File: config.mk
export PLATFORM = sky130hd
export DESIGN_NAME = decode_stage
export DESIGN_NICKNAME = d
export VERILOG_FILES = /design/src/rtl/decode_stage.sv
export SDC_FILE = /design/constraint.sdc
export NUM_CORES = 1
export LEC_CHECK = 0
export BUFFER_PORTS_ARGS = -buffer_cell sky130_fd_sc_hd__buf_2
export CAP_MARGIN = 25
export CORE_MARGIN = 5
export CORE_UTILIZATION = 31
export CTS_BUF_LIST = sky130_fd_sc_hd__clkbuf_4 sky130_fd_sc_hd__clkbuf_8
export CTS_CLUSTER_DIAMETER = 100
export DETAILED_ROUTE_END_ITERATION = 7
export GPL_ROUTABILITY_DRIVEN = 1
export HOLD_SLACK_MARGIN = 0.03
export MAX_ROUTING_LAYER = met4
export PLACE_DENSITY = 0.57
export SYNTH_ARGS = -nofsm -noshare
export SYNTH_HDL_FRONTEND = slang
export SYNTH_SLANG_ARGS = --single-unit
File: constraint.sdc
create_clock -name clk -period 2.32 [get_ports clk]
set_clock_uncertainty 0.05 [all_clocks]
set_input_delay 0.232 -clock clk [delete_from_list [all_inputs] [get_ports clk]]
set_output_delay 0.232 -clock clk [all_outputs]
set_load 0.02 [all_outputs]
File: src/rtl/decode_stage.sv
// decode_stage: registered instruction decoder with valid/ready handshakes.
// One instruction is held at a time; it is issued downstream only when none of
// the registers it reads or writes has a write still in flight. In-flight
// writes are tracked in a per-register pending scoreboard, cleared by the
// writeback port.
module decode_stage #(
    parameter int INST_W = 16,
    parameter int REG_AW = 3,
    parameter int IMM_W  = 6,
    parameter int CNT_W  = 16
) (
    input  logic              clk,
    input  logic              rst,
    input  logic              in_valid,
    output logic              in_ready,
    input  logic [INST_W-1:0] INST,
    input  logic              flush,
    output logic              out_valid,
    input  logic              out_ready,
    output logic [REG_AW-1:0] DR,
    output logic [REG_AW-1:0] SA,
    output logic [REG_AW-1:0] SB,
    output logic [IMM_W-1:0]  IMM,
    output logic              MB,
    output logic [2:0]        FS,
    output logic              MD,
    output logic              LD,
    output logic              MW,
    input  logic              wb_valid,
    input  logic [REG_AW-1:0] wb_addr,
    output logic [CNT_W-1:0]  stall_count
);

    localparam int NREG   = 2 ** REG_AW;
    // Field layout: opcode in the top nibble, then DR, SA, SB packed downward.
    // INST_W must be at least 4 + 3*REG_AW and at least IMM_W.
    localparam int OP_LSB = INST_W - 4;
    localparam int DR_LSB = OP_LSB - REG_AW;
    localparam int SA_LSB = DR_LSB - REG_AW;
    localparam int SB_LSB = SA_LSB - REG_AW;

    // Combinational decode of the incoming instruction.
    logic [3:0] w_op;
    logic [2:0] w_fs;
    logic       w_mb, w_md, w_ld, w_mw, w_ra, w_rb;

    // Registered (held) decode results.
    logic              r_held;
    logic [REG_AW-1:0] r_dr, r_sa, r_sb;
    logic [IMM_W-1:0]  r_imm;
    logic [2:0]        r_fs;
    logic              r_mb, r_md, r_ld, r_mw, r_ra, r_rb;
    logic [NREG-1:0]   r_pend;
    logic [CNT_W-1:0]  r_stall_count;

    // Handshake / scoreboard wires.
    logic [NREG-1:0] w_retire;
    logic [NREG-1:0] w_claim;
    logic [NREG-1:0] w_eff;
    logic            w_hazard;
    logic            w_out_valid;
    logic            w_issue;
    logic            w_in_ready;
    logic            w_accept;

    assign w_op = INST[INST_W-1 -: 4];

    // Opcode decode: NOP, ALU reg (0fff), ALU imm (1fff), LOAD (1110), STORE (1111).
    always_comb begin
        w_fs = 3'b000;
        w_mb = 1'b0;
        w_md = 1'b0;
        w_ld = 1'b0;
        w_mw = 1'b0;
        w_ra = 1'b0;
        w_rb = 1'b0;
        if (w_op == 4'b0000) begin
            // NOP: no controls, no register traffic.
        end else if (!w_op[3]) begin
            w_fs = w_op[2:0];
            w_ld = 1'b1;
            w_ra = 1'b1;
            w_rb = 1'b1;
        end else if (w_op[2:1] != 2'b11) begin
            w_fs = w_op[2:0];
            w_mb = 1'b1;
            w_ld = 1'b1;
            w_ra = 1'b1;
        end else if (!w_op[0]) begin
            w_mb = 1'b1;
            w_md = 1'b1;
            w_ld = 1'b1;
            w_ra = 1'b1;
        end else begin
            w_mb = 1'b1;
            w_mw = 1'b1;
            w_ra = 1'b1;
            w_rb = 1'b1;
        end
    end

    // A writeback in the current cycle already counts as retired for the
    // hazard check, so a dependent instruction can issue in the same cycle.
    assign w_eff       = r_pend & ~w_retire;
    assign w_hazard    = r_held & ((r_ra & w_eff[r_sa]) |
                                   (r_rb & w_eff[r_sb]) |
                                   (r_ld & w_eff[r_dr]));
    assign w_out_valid = r_held & ~w_hazard;
    assign w_issue     = w_out_valid & out_ready;
    // flush blocks the accept so a fresh instruction is not lost to the clear.
    assign w_in_ready  = ~flush & (~r_held | w_issue);
    assign w_accept    = in_valid & w_in_ready;

    // Per-register pending bits: an issuing write claims the register, a
    // writeback releases it; a claim and release in the same cycle keeps it
    // pending because the new write is the younger one.
    genvar gi;
    generate
        for (gi = 0; gi < NREG; gi++) begin : g_pend
            assign w_retire[gi] = wb_valid & (wb_addr == REG_AW'(gi));
            assign w_claim[gi]  = w_issue & r_ld & (r_dr == REG_AW'(gi));

            // Pending-write flag for register gi.
            always_ff @(posedge clk or posedge rst) begin
                if (rst) begin
                    r_pend[gi] <= 1'b0;
                end else if (w_claim[gi]) begin
                    r_pend[gi] <= 1'b1;
                end else if (w_retire[gi]) begin
                    r_pend[gi] <= 1'b0;
                end
            end
        end
    endgenerate

    // Holding-register occupancy: flush wins, then a new accept, then issue drains.
    always_ff @(posedge clk or posedge rst) begin
        if (rst) begin
            r_held <= 1'b0;
        end else if (flush) begin
            r_held <= 1'b0;
        end else if (w_accept) begin
            r_held <= 1'b1;
        end else if (w_issue) begin
            r_held <= 1'b0;
        end
    end

    // Decoded control word, loaded only on accept so it stays stable while held.
    always_ff @(posedge clk or posedge rst) begin
        if (rst) begin
            r_dr  <= '0;
            r_sa  <= '0;
            r_sb  <= '0;
            r_imm <= '0;
            r_fs  <= 3'b000;
            r_mb  <= 1'b0;
            r_md  <= 1'b0;
            r_ld  <= 1'b0;
            r_mw  <= 1'b0;
            r_ra  <= 1'b0;
            r_rb  <= 1'b0;
        end else if (w_accept) begin
            r_dr  <= INST[DR_LSB +: REG_AW];
            r_sa  <= INST[SA_LSB +: REG_AW];
            r_sb  <= INST[SB_LSB +: REG_AW];
            r_imm <= INST[IMM_W-1:0];
            r_fs  <= w_fs;
            r_mb  <= w_mb;
            r_md  <= w_md;
            r_ld  <= w_ld;
            r_mw  <= w_mw;
            r_ra  <= w_ra;
            r_rb  <= w_rb;
        end
    end

    // Saturating count of cycles spent blocked on a hazard.
    always_ff @(posedge clk or posedge rst) begin
        if (rst) begin
            r_stall_count <= '0;
        end else if (w_hazard && (r_stall_count != {CNT_W{1'b1}})) begin
            r_stall_count <= r_stall_count + CNT_W'(1);
        end
    end

    assign in_ready    = w_in_ready;
    assign out_valid   = w_out_valid;
    assign DR          = r_dr;
    assign SA          = r_sa;
    assign SB          = r_sb;
    assign IMM         = r_imm;
    assign MB          = r_mb;
    assign FS          = r_fs;
    assign MD          = r_md;
    assign LD          = r_ld;
    assign MW          = r_mw;
    assign stall_count = r_stall_count;

endmodule

==> results of run 1 <==
cell usage after synthesis (2+ instances only):
cell type | count | share of area, %
sky130_fd_sc_hd__dfrtp_1 | 46 | 47
sky130_fd_sc_hd__mux2_4 | 16 | 9.7
sky130_fd_sc_hd__nand2_1 | 15 | 2.3
sky130_fd_sc_hd__nand3_1 | 15 | 3.0
sky130_fd_sc_hd__xnor2_1 | 13 | 4.6
sky130_fd_sc_hd__inv_1 | 12 | 1.8
sky130_fd_sc_hd__nand4_1 | 11 | 2.8
sky130_fd_sc_hd__and3_1 | 9 | 2.3
sky130_fd_sc_hd__o21ai_0 | 9 | 1.8
sky130_fd_sc_hd__nor2_1 | 8 | 1.2
sky130_fd_sc_hd__nand2b_1 | 6 | 1.5
sky130_fd_sc_hd__and2_1 | 5 | 1.3
sky130_fd_sc_hd__mux2i_1 | 4 | 1.6
sky130_fd_sc_hd__o2111ai_1 | 4 | 1.4
sky130_fd_sc_hd__and4_1 | 3 | 1.1
sky130_fd_sc_hd__buf_4 | 3 | 0.91
sky130_fd_sc_hd__mux2_2 | 3 | 1.4
sky130_fd_sc_hd__nand4b_1 | 3 | 1.1
sky130_fd_sc_hd__a21boi_0 | 2 | 0.61
sky130_fd_sc_hd__a21oi_1 | 2 | 0.41
sky130_fd_sc_hd__buf_6 | 2 | 0.91
sky130_fd_sc_hd__clkbuf_1 | 2 | 0.30
sky130_fd_sc_hd__nand4bb_1 | 2 | 0.91
sky130_fd_sc_hd__nor3b_1 | 2 | 0.61
sky130_fd_sc_hd__or4_4 | 2 | 0.91
layout make-up:
type	instances	area (µm²)
timing repair buffer	98	621
clock inverter	2	60.1
tap	102	128
fill	752	4380
clock buffer	6	82.6
multi-input combinational	157	1250
inverter	12	45.0
sequential	46	1150
registers in the layout (all words and copies together) (netlist names):
| name | flops |
|---|---|
| stall_count | 16 |
| r_pend | 8 |
| DR | 3 |
| FS | 3 |
| IMM | 3 |
| SA | 3 |
| SB | 3 |
| LD | 1 |
| MB | 1 |
| MD | 1 |
| MW | 1 |
| r_held | 1 |
| r_ra | 1 |
| r_rb | 1 |
layer usage:
layer  up-vias  routed length, µm  track usage, %
met1      1011               2930            17.8
met3         6                268            2.45
met5         -                  0               -
met4         0                 85            4.10
li1       1011                  -               -
met2        63               2770            19.3
worst min-delay path by stage:
stage | depth (start not counted) | to | slack [ps] | startpoint
2_1_floorplan | 1 | r_held | 250 | flush
3_3_place_gp | 2 | IMM[2] | 320 | rst
3_5_place_dp | 2 | IMM[2] | 340 | rst
4_1_cts | 2 | SB[0] | 90 | INST[3]
5_1_grt | 2 | SB[0] | 90 | INST[3]
6_report | 2 | SB[0] | 100 | INST[3]
metrics by stage:
| stage | utilization (%) | setup WS [ps] |
|---|---|---|
| 5_1_grt | 43.3 | -150 |
| 4_1_cts | 42.6 | -43.4 |
| 3_5_place_dp | 39.7 | -79.5 |
| 6_report | 43.3 | -37.2 |
| 2_1_floorplan | - | -2.89 |
| 3_3_place_gp | 39.7 | -77.4 |
cells in the final DEF (no fill, tap or decap), drive strengths merged, types with 2 or more instances in the layout:
cell     instances
dfrtp           46
nand4           11
inv             12
and3            10
bufinv           2
nor3b            3
buf             97
mux2i            4
a21boi           2
a41oi            2
nand4b           3
clkbuf           6
and2             5
xnor2           13
nand4bb          2
a21oi            2
o2111ai          4
and4             3
nand2b           6
o21ai            9
nor2             8
mux2            19
nand3           16
or4              2
nand2           15
cells by family (layout without fill, tap and decap cells):
logic type      Yosys count  after routing
flops                    46             46
simple gates             90             90
xor+xnor                 14             14
compound gates           29             29
mux                      23             23
buf+inv                  20            118
fa+ha+maj                 1              1
critical path, delay by kind of cell (launching register included):
kind / cells / cell delay (ps)
simple gates: 2 / 500
flops: 1 / 400
compound gates: 4 / 630
mux: 1 / 310
buf+inv: 2 / 370
power by group:
group | switching [W] | internal [W]
Sequential | 0.000196 | 0.000998
Combinational | 0.000767 | 0.000726
Clock | 0.000272 | 0.000459
what timing repair did:
action | in CTS | in global routing
pin swaps | 4 | 6
setup buffers | 4 | 3
gates resized for setup | 11 | 12
hold buffers | 1 | 0
setup endpoints to repair | 2 | 40
hold endpoints to repair | 30 | 0
==> flow_summary.toml, run 1 <==
[timing]
max_slew_margin_pct = 55.7
final_critical_path_setup_slack_ps = -37.2
layout_min_cycle_time_ps = 2360
max_freq_ghz = 0.424
setup-violations-final = 18
totalNegativeSetupSlack_ps = -430
min_period_over_period_pct = 102
finalHoldViolations = 0
maxSlewViolCount = 0
worstMarginPinSlew_ps = 663
rsz0062_at_grt = "yes"
whs_ps = 102

[synthesis]
synth_enable_flop_cells = 0
synthesis.nets = 249
synth_mux_area_share_pct = 12.7
synth_top_family_by_area = "simple AND/OR/NAND/NOR gates"
synth-seq-area-share_pct = 46.6
synthAdderAreaFrac_pct = 0.507
synthSimpleGateAreaFrac_pct = 22.0
synth_top_flop_cell = "sky130_fd_sc_hd__dfrtp_1"
synth-compound-area-share_pct = 9.02
synthesis.instances = 223
synth_async_sr_flop_share_pct = 100
post_synth_num_cell_types = 49
yosys.area_share.xor_xnor_pct = 4.96
ys_ff_latch = 46
synth_warn = 0
syn_avg_cell_area_um2 = 11.1
cell_area_synth_um2 = 2470

[status]
violations = "setup timing"
status = "complete, but fails checks"

[die]
die-area_um2 = 9850
top_ports = 65
die-height_um = 99.3
core_region_area_um2 = 7730
die_x_um = 99.3
rows = 32
start_util_pct = 32.0

[worst_hold_path]
classification_of_the_worst_slack_hold_path = "primary input to flip-flop"

[pwr]
irDropWorstVdd_mv = 0.482
power_density_nw_per_um2 = 1020
leakage_nw = 1.60
total_power_w = 0.00342

[detailed_routing]
wirelength_mm = 6.06
detail_route.drc_violations = 0
initialDrtViolationCount = 110
avgViaCountPerCell = 4.94
avg_wl_per_cell_um = 14.3
vias_after_detailed_routing = 2091
detail-route-antenna-nets = 0
drt_pre_antenna_iters = 4

[clocking]
tritoncts = "done"
root_buffer = "sky130_fd_sc_hd__clkbuf_8"
cts-htree-levels = 2
cts.sink_count = 46
numCtsBuffers = 5
cts_max_path_buffers = 2
clk-insertion-delay-late_ps = 300
clk_transition_reported_paths_ps = 90

[grt]
global_route_wire_length_before_repair_mm = 10.0
first_global_vias = 2085
track_usage_pct = 13.0
pin_count_of_the_biggest_net_entering_global_routing = 33
grt.overflow.total = 0
grt_antenna_before_repair = 0

[worst_setup_path]
regToRegStartpoint = "DR[2]"
cp-startpoint = "DR[2]"
ff_to_ff_end = "SA[1]"
timing.critical_path.from_type = "flip-flop"
r2r_setup_slack_ps = -40
worst_ep_required_time_ps = 2470
worstRegToRegCells = 9
cpMaxStageDelayCell = "sky130_fd_sc_hd__dfrtp_2"
critical_path_cell_list = "or2_4 > o21bai_1 > o221a_2 > o211ai_2 > a41oi_2 > buf_4 > nor3b_4 > buf_6 > mux2_4"
critPathKind = "flip-flop to flip-flop"
crit_arrival_ps = 2500
cp_endpoint = "SA[1]"
critical_path_peak_fanout = 8
cpPeakStageDelay_ps = 400
critical_path.endpoint_type = "flip-flop"

[finish]
finalNonFillerCells = 423
total_number_of_nets_in_the_final_design = 346
area_growth_syn_to_layout_pct = 35.4
antenna_cells_inserted = 0
finish.instance_area_um2 = 3340
final_layout_size_suffix_gt1_share_pct = 44.2

[place]
place_area_um2 = 3070
portBuffers = 64
dp.final_hpwl_mm = 4.70
gp_congestion = 0.886
placed_cells_incl_taps = 407

[run]
max_cap_viol_count = 0
Note: power is estimated with default switching activity, not from simulation.
==> run 2: changes to the inputs <==
--- a/config.mk
+++ b/config.mk
@@ -8,14 +8,14 @@
 export BUFFER_PORTS_ARGS = -buffer_cell sky130_fd_sc_hd__buf_2
 export CAP_MARGIN = 25
 export CORE_MARGIN = 5
-export CORE_UTILIZATION = 31
+export CORE_UTILIZATION = 49
 export CTS_BUF_LIST = sky130_fd_sc_hd__clkbuf_4 sky130_fd_sc_hd__clkbuf_8
 export CTS_CLUSTER_DIAMETER = 100
 export DETAILED_ROUTE_END_ITERATION = 7
 export GPL_ROUTABILITY_DRIVEN = 1
 export HOLD_SLACK_MARGIN = 0.03
 export MAX_ROUTING_LAYER = met4
-export PLACE_DENSITY = 0.57
+export PLACE_DENSITY = 0.81
 export SYNTH_ARGS = -nofsm -noshare
 export SYNTH_HDL_FRONTEND = slang
 export SYNTH_SLANG_ARGS = --single-unit
==> flow_summary.toml, run 2 (synthesis gave the netlist of run 1 again) <==
[status]
status = "complete, but fails checks"
violations = "setup timing"

[worst_setup_path]
cpPeakStageDelay_ps = 470
worst_ep_required_time_ps = 2040
regToRegStartpoint = "DR[0]"
r2r_setup_slack_ps = -30
critical_path_cell_list = "inv_1 > nand3_1 > a41oi_1 > nand4_1 > a41oi_2 > buf_4 > nor2_4 > buf_6"
worstRegToRegCells = 9
critPathKind = "flip-flop to primary output"
timing.critical_path.from_type = "flip-flop"
cpMaxStageDelayCell = "sky130_fd_sc_hd__dfrtp_1"
cp_endpoint = "in_ready"
critical_path_peak_fanout = 8
critical_path.endpoint_type = "primary output"
cp-startpoint = "SB[2]"
crit_arrival_ps = 2080
ff_to_ff_end = "SA[1]"

[die]
core_region_area_um2 = 4820
top_ports = 65
rows = 25
start_util_pct = 51.3
die-area_um2 = 6560
die_x_um = 81.0
die-height_um = 81.0

[grt]
global_route_wire_length_before_repair_mm = 10.1
first_global_vias = 2140
grt_most_used_layer = "met2"
track_usage_pct = 20.3
grt.overflow.total = 0
globalRouteMet3Util_pct = 3.22
gr-usage-met1_pct = 27.7
pin_count_of_the_biggest_net_entering_global_routing = 43
grt_util_met2_pct = 30.4
grt_antenna_before_repair = 0

[detailed_routing]
vias_after_detailed_routing = 2104
avgViaCountPerCell = 5.55
avg_wl_per_cell_um = 16.0
detail-route-antenna-nets = 0
detail_route.drc_violations = 0
drt_pre_antenna_iters = 4
wirelength_mm = 6.06
initialDrtViolationCount = 197

[run]
max_cap_viol_count = 0

[finish]
finish.instance_area_um2 = 3230
mostFrequentLayoutCells = "sky130_fd_sc_hd__buf_2 (62), sky130_fd_sc_hd__dfrtp_1 (44), sky130_fd_sc_hd__buf_4 (19), sky130_fd_sc_hd__mux2_4 (17)"
finalNonFillerCells = 379
total_number_of_nets_in_the_final_design = 337
largest_register_ffs = 16
area_growth_syn_to_layout_pct = 30.9
layout.cells.most_common = "sky130_fd_sc_hd__buf_2"
antenna_cells_inserted = 0
final_layout_size_suffix_gt1_share_pct = 43.6

[timing]
max_freq_ghz = 0.423
maxSlewViolCount = 0
setup-violations-final = 12
totalNegativeSetupSlack_ps = -271
final_critical_path_setup_slack_ps = -43.7
layout_min_cycle_time_ps = 2360
worstMarginPinSlew_ps = 867
rsz0062_at_grt = "yes"
max_slew_margin_pct = 42.1
min_period_over_period_pct = 102
finalHoldViolations = 0
whs_ps = 61.3

[place]
placed_cells_incl_taps = 362
portBuffers = 64
gp_congestion = 0.958
place_area_um2 = 2960
place_ws_ps = -161
dp.final_hpwl_mm = 4.14

[clocking]
cts_hold_buf = 0
clk_transition_reported_paths_ps = 90
root_buffer = "sky130_fd_sc_hd__clkbuf_8"
tritoncts = "done"
clk-insertion-delay-late_ps = 300
cts.sink_count = 46
cts_max_path_buffers = 2
cts-htree-levels = 2
numCtsBuffers = 5

[worst_hold_path]
classification_of_the_worst_slack_hold_path = "primary input to async pin"

[pwr]
leakage_nw = 1.56
power_density_nw_per_um2 = 980
irDropWorstVdd_mv = 0.660
[run 2: cell count changes in the layout (fill, tap and decap cells not counted), moves of 2 or more]
cell / before / now
sky130_fd_sc_hd__bufinv_16: 2 / 0
sky130_fd_sc_hd__buf_4: 25 / 19
sky130_fd_sc_hd__o21ai_1: 1 / 3
sky130_fd_sc_hd__o21ai_0: 8 / 6
sky130_fd_sc_hd__buf_6: 10 / 6
[run 2: layer usage]
metal | up-vias | share of wire [%]
li1 | 992 | -
met2 | 80 | 47
met5 | - | 0
met4 | 0 | 2.2
met3 | 12 | 5.3
met1 | 1020 | 45
[run 2: power by group]
group / total, W / internal, W / switching [W]
combinational: 0.00147 / 0.000696 / 0.000771
clock: 0.000504 / 0.000240 / 0.000264
sequential: 0.00120 / 0.000997 / 0.000200
[run 2: worst min path at each step]
| stage | start | endpoint |
|---|---|---|
| after detailed placement | rst | IMM[1] |
| after global routing | INST[10] | DR[1] |
| after global placement | rst | IMM[1] |
| after CTS | rst | IMM[1] |
| final | rst | IMM[1] |
| after floorplan | flush | r_held |
[run 2: layout make-up]
type / count / area [µm²]
Inverter: 12 / 45.0
Tap cell: 67 / 83.8
Multi-Input combinational cell: 157 / 1290
Clock buffer: 6 / 82.6
Clock inverter: 2 / 12.5
Fill cell: 381 / 1580
Sequential cell: 46 / 1150
Timing Repair Buffer: 89 / 568
[run 2: what timing repair did]
action,in CTS,in global routing
gates cloned,2,0
setup endpoints to repair,3,47
resized for setup,14,11
buffers inserted,5,3
hold endpoints to repair,0,0
pin swaps,5,6
[run 2: critical path, delay by kind of cell (launching register included)]
family                 cells  cell delay (ps)
buffers and inverters      3              420
and+or+nand+nor            3              340
AOI/OAI and AO/OA          2              560
DFF                        1              470
[run 2: stage by stage]
stage | total power [W] | utilization [%]
after floorplan | 0.00201 | -
after global placement | 0.00241 | 61.5
after detailed placement | 0.00244 | 61.5
after CTS | 0.00308 | 66.2
after global routing | 0.00335 | 67.1
final | 0.00317 | 67.1
==> run 3: changes to the inputs <==
--- a/config.mk
+++ b/config.mk
@@ -15,7 +15,7 @@
 export GPL_ROUTABILITY_DRIVEN = 1
 export HOLD_SLACK_MARGIN = 0.03
 export MAX_ROUTING_LAYER = met4
-export PLACE_DENSITY = 0.81
+export PLACE_DENSITY = 0.76
 export SYNTH_ARGS = -nofsm -noshare
 export SYNTH_HDL_FRONTEND = slang
 export SYNTH_SLANG_ARGS = --single-unit
==> flow_summary.toml, run 3 (synthesis gave the netlist of run 1 again) <==
[die]
die-height_um = 81.0
die-area_um2 = 6560
start_util_pct = 51.3
core_region_area_um2 = 4820
rows = 25
top_ports = 65
die_x_um = 81.0

[detailed_routing]
detail-route-antenna-nets = 0
drt_pre_antenna_iters = 5
initialDrtViolationCount = 185
avg_wl_per_cell_um = 16.2
wirelength_mm = 6.30
avgViaCountPerCell = 5.58
detail_route.drc_violations = 0
vias_after_detailed_routing = 2177

[worst_setup_path]
timing.critical_path.from_type = "flip-flop"
critPathKind = "flip-flop to flip-flop"
cpMaxStageDelayCell = "sky130_fd_sc_hd__dfrtp_2"
path_common_cell = "sky130_fd_sc_hd__buf_4"
crit_arrival_ps = 2630
critical_path_cell_list = "or2_4 > o21bai_1 > o221a_2 > o211ai_2 > a41oi_2 > buf_4 > nor3b_4 > buf_4 > buf_6 > mux2_4"
cpPeakStageDelay_ps = 410
critical_path_peak_fanout = 5
critical_path.endpoint_type = "flip-flop"
worst_ep_required_time_ps = 2450

[place]
portBuffers = 64
dp.final_hpwl_mm = 4.49
place_ws_ps = -137
gp_congestion = 0.956
place_area_um2 = 2990
placed_cells_incl_taps = 366

[finish]
final_layout_size_suffix_gt1_share_pct = 44.3
area_growth_syn_to_layout_pct = 32.8
layout.cells.most_common = "sky130_fd_sc_hd__buf_2"
final.fill_count = 394
largest_register_ffs = 16
mostFrequentLayoutCells = "sky130_fd_sc_hd__buf_2 (62), sky130_fd_sc_hd__dfrtp_1 (43), sky130_fd_sc_hd__buf_4 (29), sky130_fd_sc_hd__mux2_4 (17)"
finish.instance_area_um2 = 3280
finalNonFillerCells = 390
antenna_cells_inserted = 0
total_number_of_nets_in_the_final_design = 348

[clocking]
numCtsBuffers = 5
root_buffer = "sky130_fd_sc_hd__clkbuf_8"
cts_max_path_buffers = 2
clk-insertion-delay-late_ps = 300
cts-htree-levels = 2
clk_transition_reported_paths_ps = 80
cts.sink_count = 46
tritoncts = "done"

[worst_hold_path]
classification_of_the_worst_slack_hold_path = "primary input to flip-flop"

[timing]
min_period_over_period_pct = 108
final_critical_path_setup_slack_ps = -180
finalHoldViolations = 0
rsz0062_at_grt = "yes"
maxSlewViolCount = 0
max_slew_margin_pct = 72.0
worstMarginPinSlew_ps = 419
layout_min_cycle_time_ps = 2500
totalNegativeSetupSlack_ps = -3630
setup-violations-final = 25
max_freq_ghz = 0.400
whs_ps = 109

[status]
violations = "setup timing"
status = "complete, but fails checks"

[pwr]
irDropWorstVdd_mv = 0.715
leakage_nw = 1.60
power_density_nw_per_um2 = 978

[grt]
grt_most_used_layer = "met2"
gr-usage-met1_pct = 26.7
globalRouteMet3Util_pct = 4.32
first_global_vias = 2223
grt_antenna_before_repair = 0
track_usage_pct = 21.4
grt.overflow.total = 0
pin_count_of_the_biggest_net_entering_global_routing = 21
global_route_wire_length_before_repair_mm = 10.5
grt_util_met2_pct = 34.6

[run]
max_cap_viol_count = 0
==> run 3: changes by cell type in the layout (fill, tap and decap cells not counted), sizes merged <==
cell / before / now
buf: 89 / 99
clkbuf: 6 / 8
dlygate4sd3: 0 / 1
clkinvlp: 1 / 0
clkinv: 1 / 0
==> run 3: final cells by class <==
type	count	area, µm²	area share, %
multi-input combinational	157	1250	38.2
sequential	46	1150	35.2
timing repair buffer	100	653	19.9
clock buffer	8	91.3	2.78
tap	67	83.8	2.56
inverter	12	45.0	1.37
==> run 3: repair_timing <==
action | CTS | global route
setup buffers | 12 | 3
endpoints found under the setup margin | 20 | 34
pin swaps | 6 | 5
resized for setup | 10 | 9
hold buffers | 1 | 0
endpoints found under the hold margin | 18 | 0
==> run 3: final timing paths <==
path | startpoint | endpoint | slack [ps] | cells past startpoint
max reg2reg | DR[0] | DR[0] | -180 | 10
max in group asynchronous | rst | SA[1] | 1240 | 4
max | DR[0] | DR[0] | -180 | 10
min in group asynchronous | rst | IMM[2] | 420 | 3
min reg2reg | stall_count[9] | stall_count[9] | 440 | 1
min | INST[11] | DR[2] | 110 | 2
==> run 3: through the flow <==
step	utilization, %	power, W
floorplan	-	0.00201
global placement	62.1	0.00243
detailed placement	62.1	0.00246
CTS	67.1	0.00310
global route	68.1	0.00338
finish	68.1	0.00321
==> run 3: critical path: cells and delay by family, from the launching register on <==
family          cells  cell delay [ps]
compound gates      4              670
mux                 1              300
buf+inv             3              450
flops               1              410
simple gates        2              490
==> run 3: power by group <==
| part | switching (W) | internal (W) | leakage (nW) |
|---|---|---|---|
| registers | 0.000207 | 0.000998 | 0.580 |
| clock network | 0.000256 | 0.000250 | 0.0498 |
| logic | 0.000771 | 0.000727 | 0.973 |
==> run 3: routing by layer <==
metal | up-vias | part of all wire (%)
li1 | 1017 | -
met1 | 1043 | 42
met2 | 103 | 49
met3 | 14 | 6.3
met4 | 0 | 1.8
met5 | - | 0
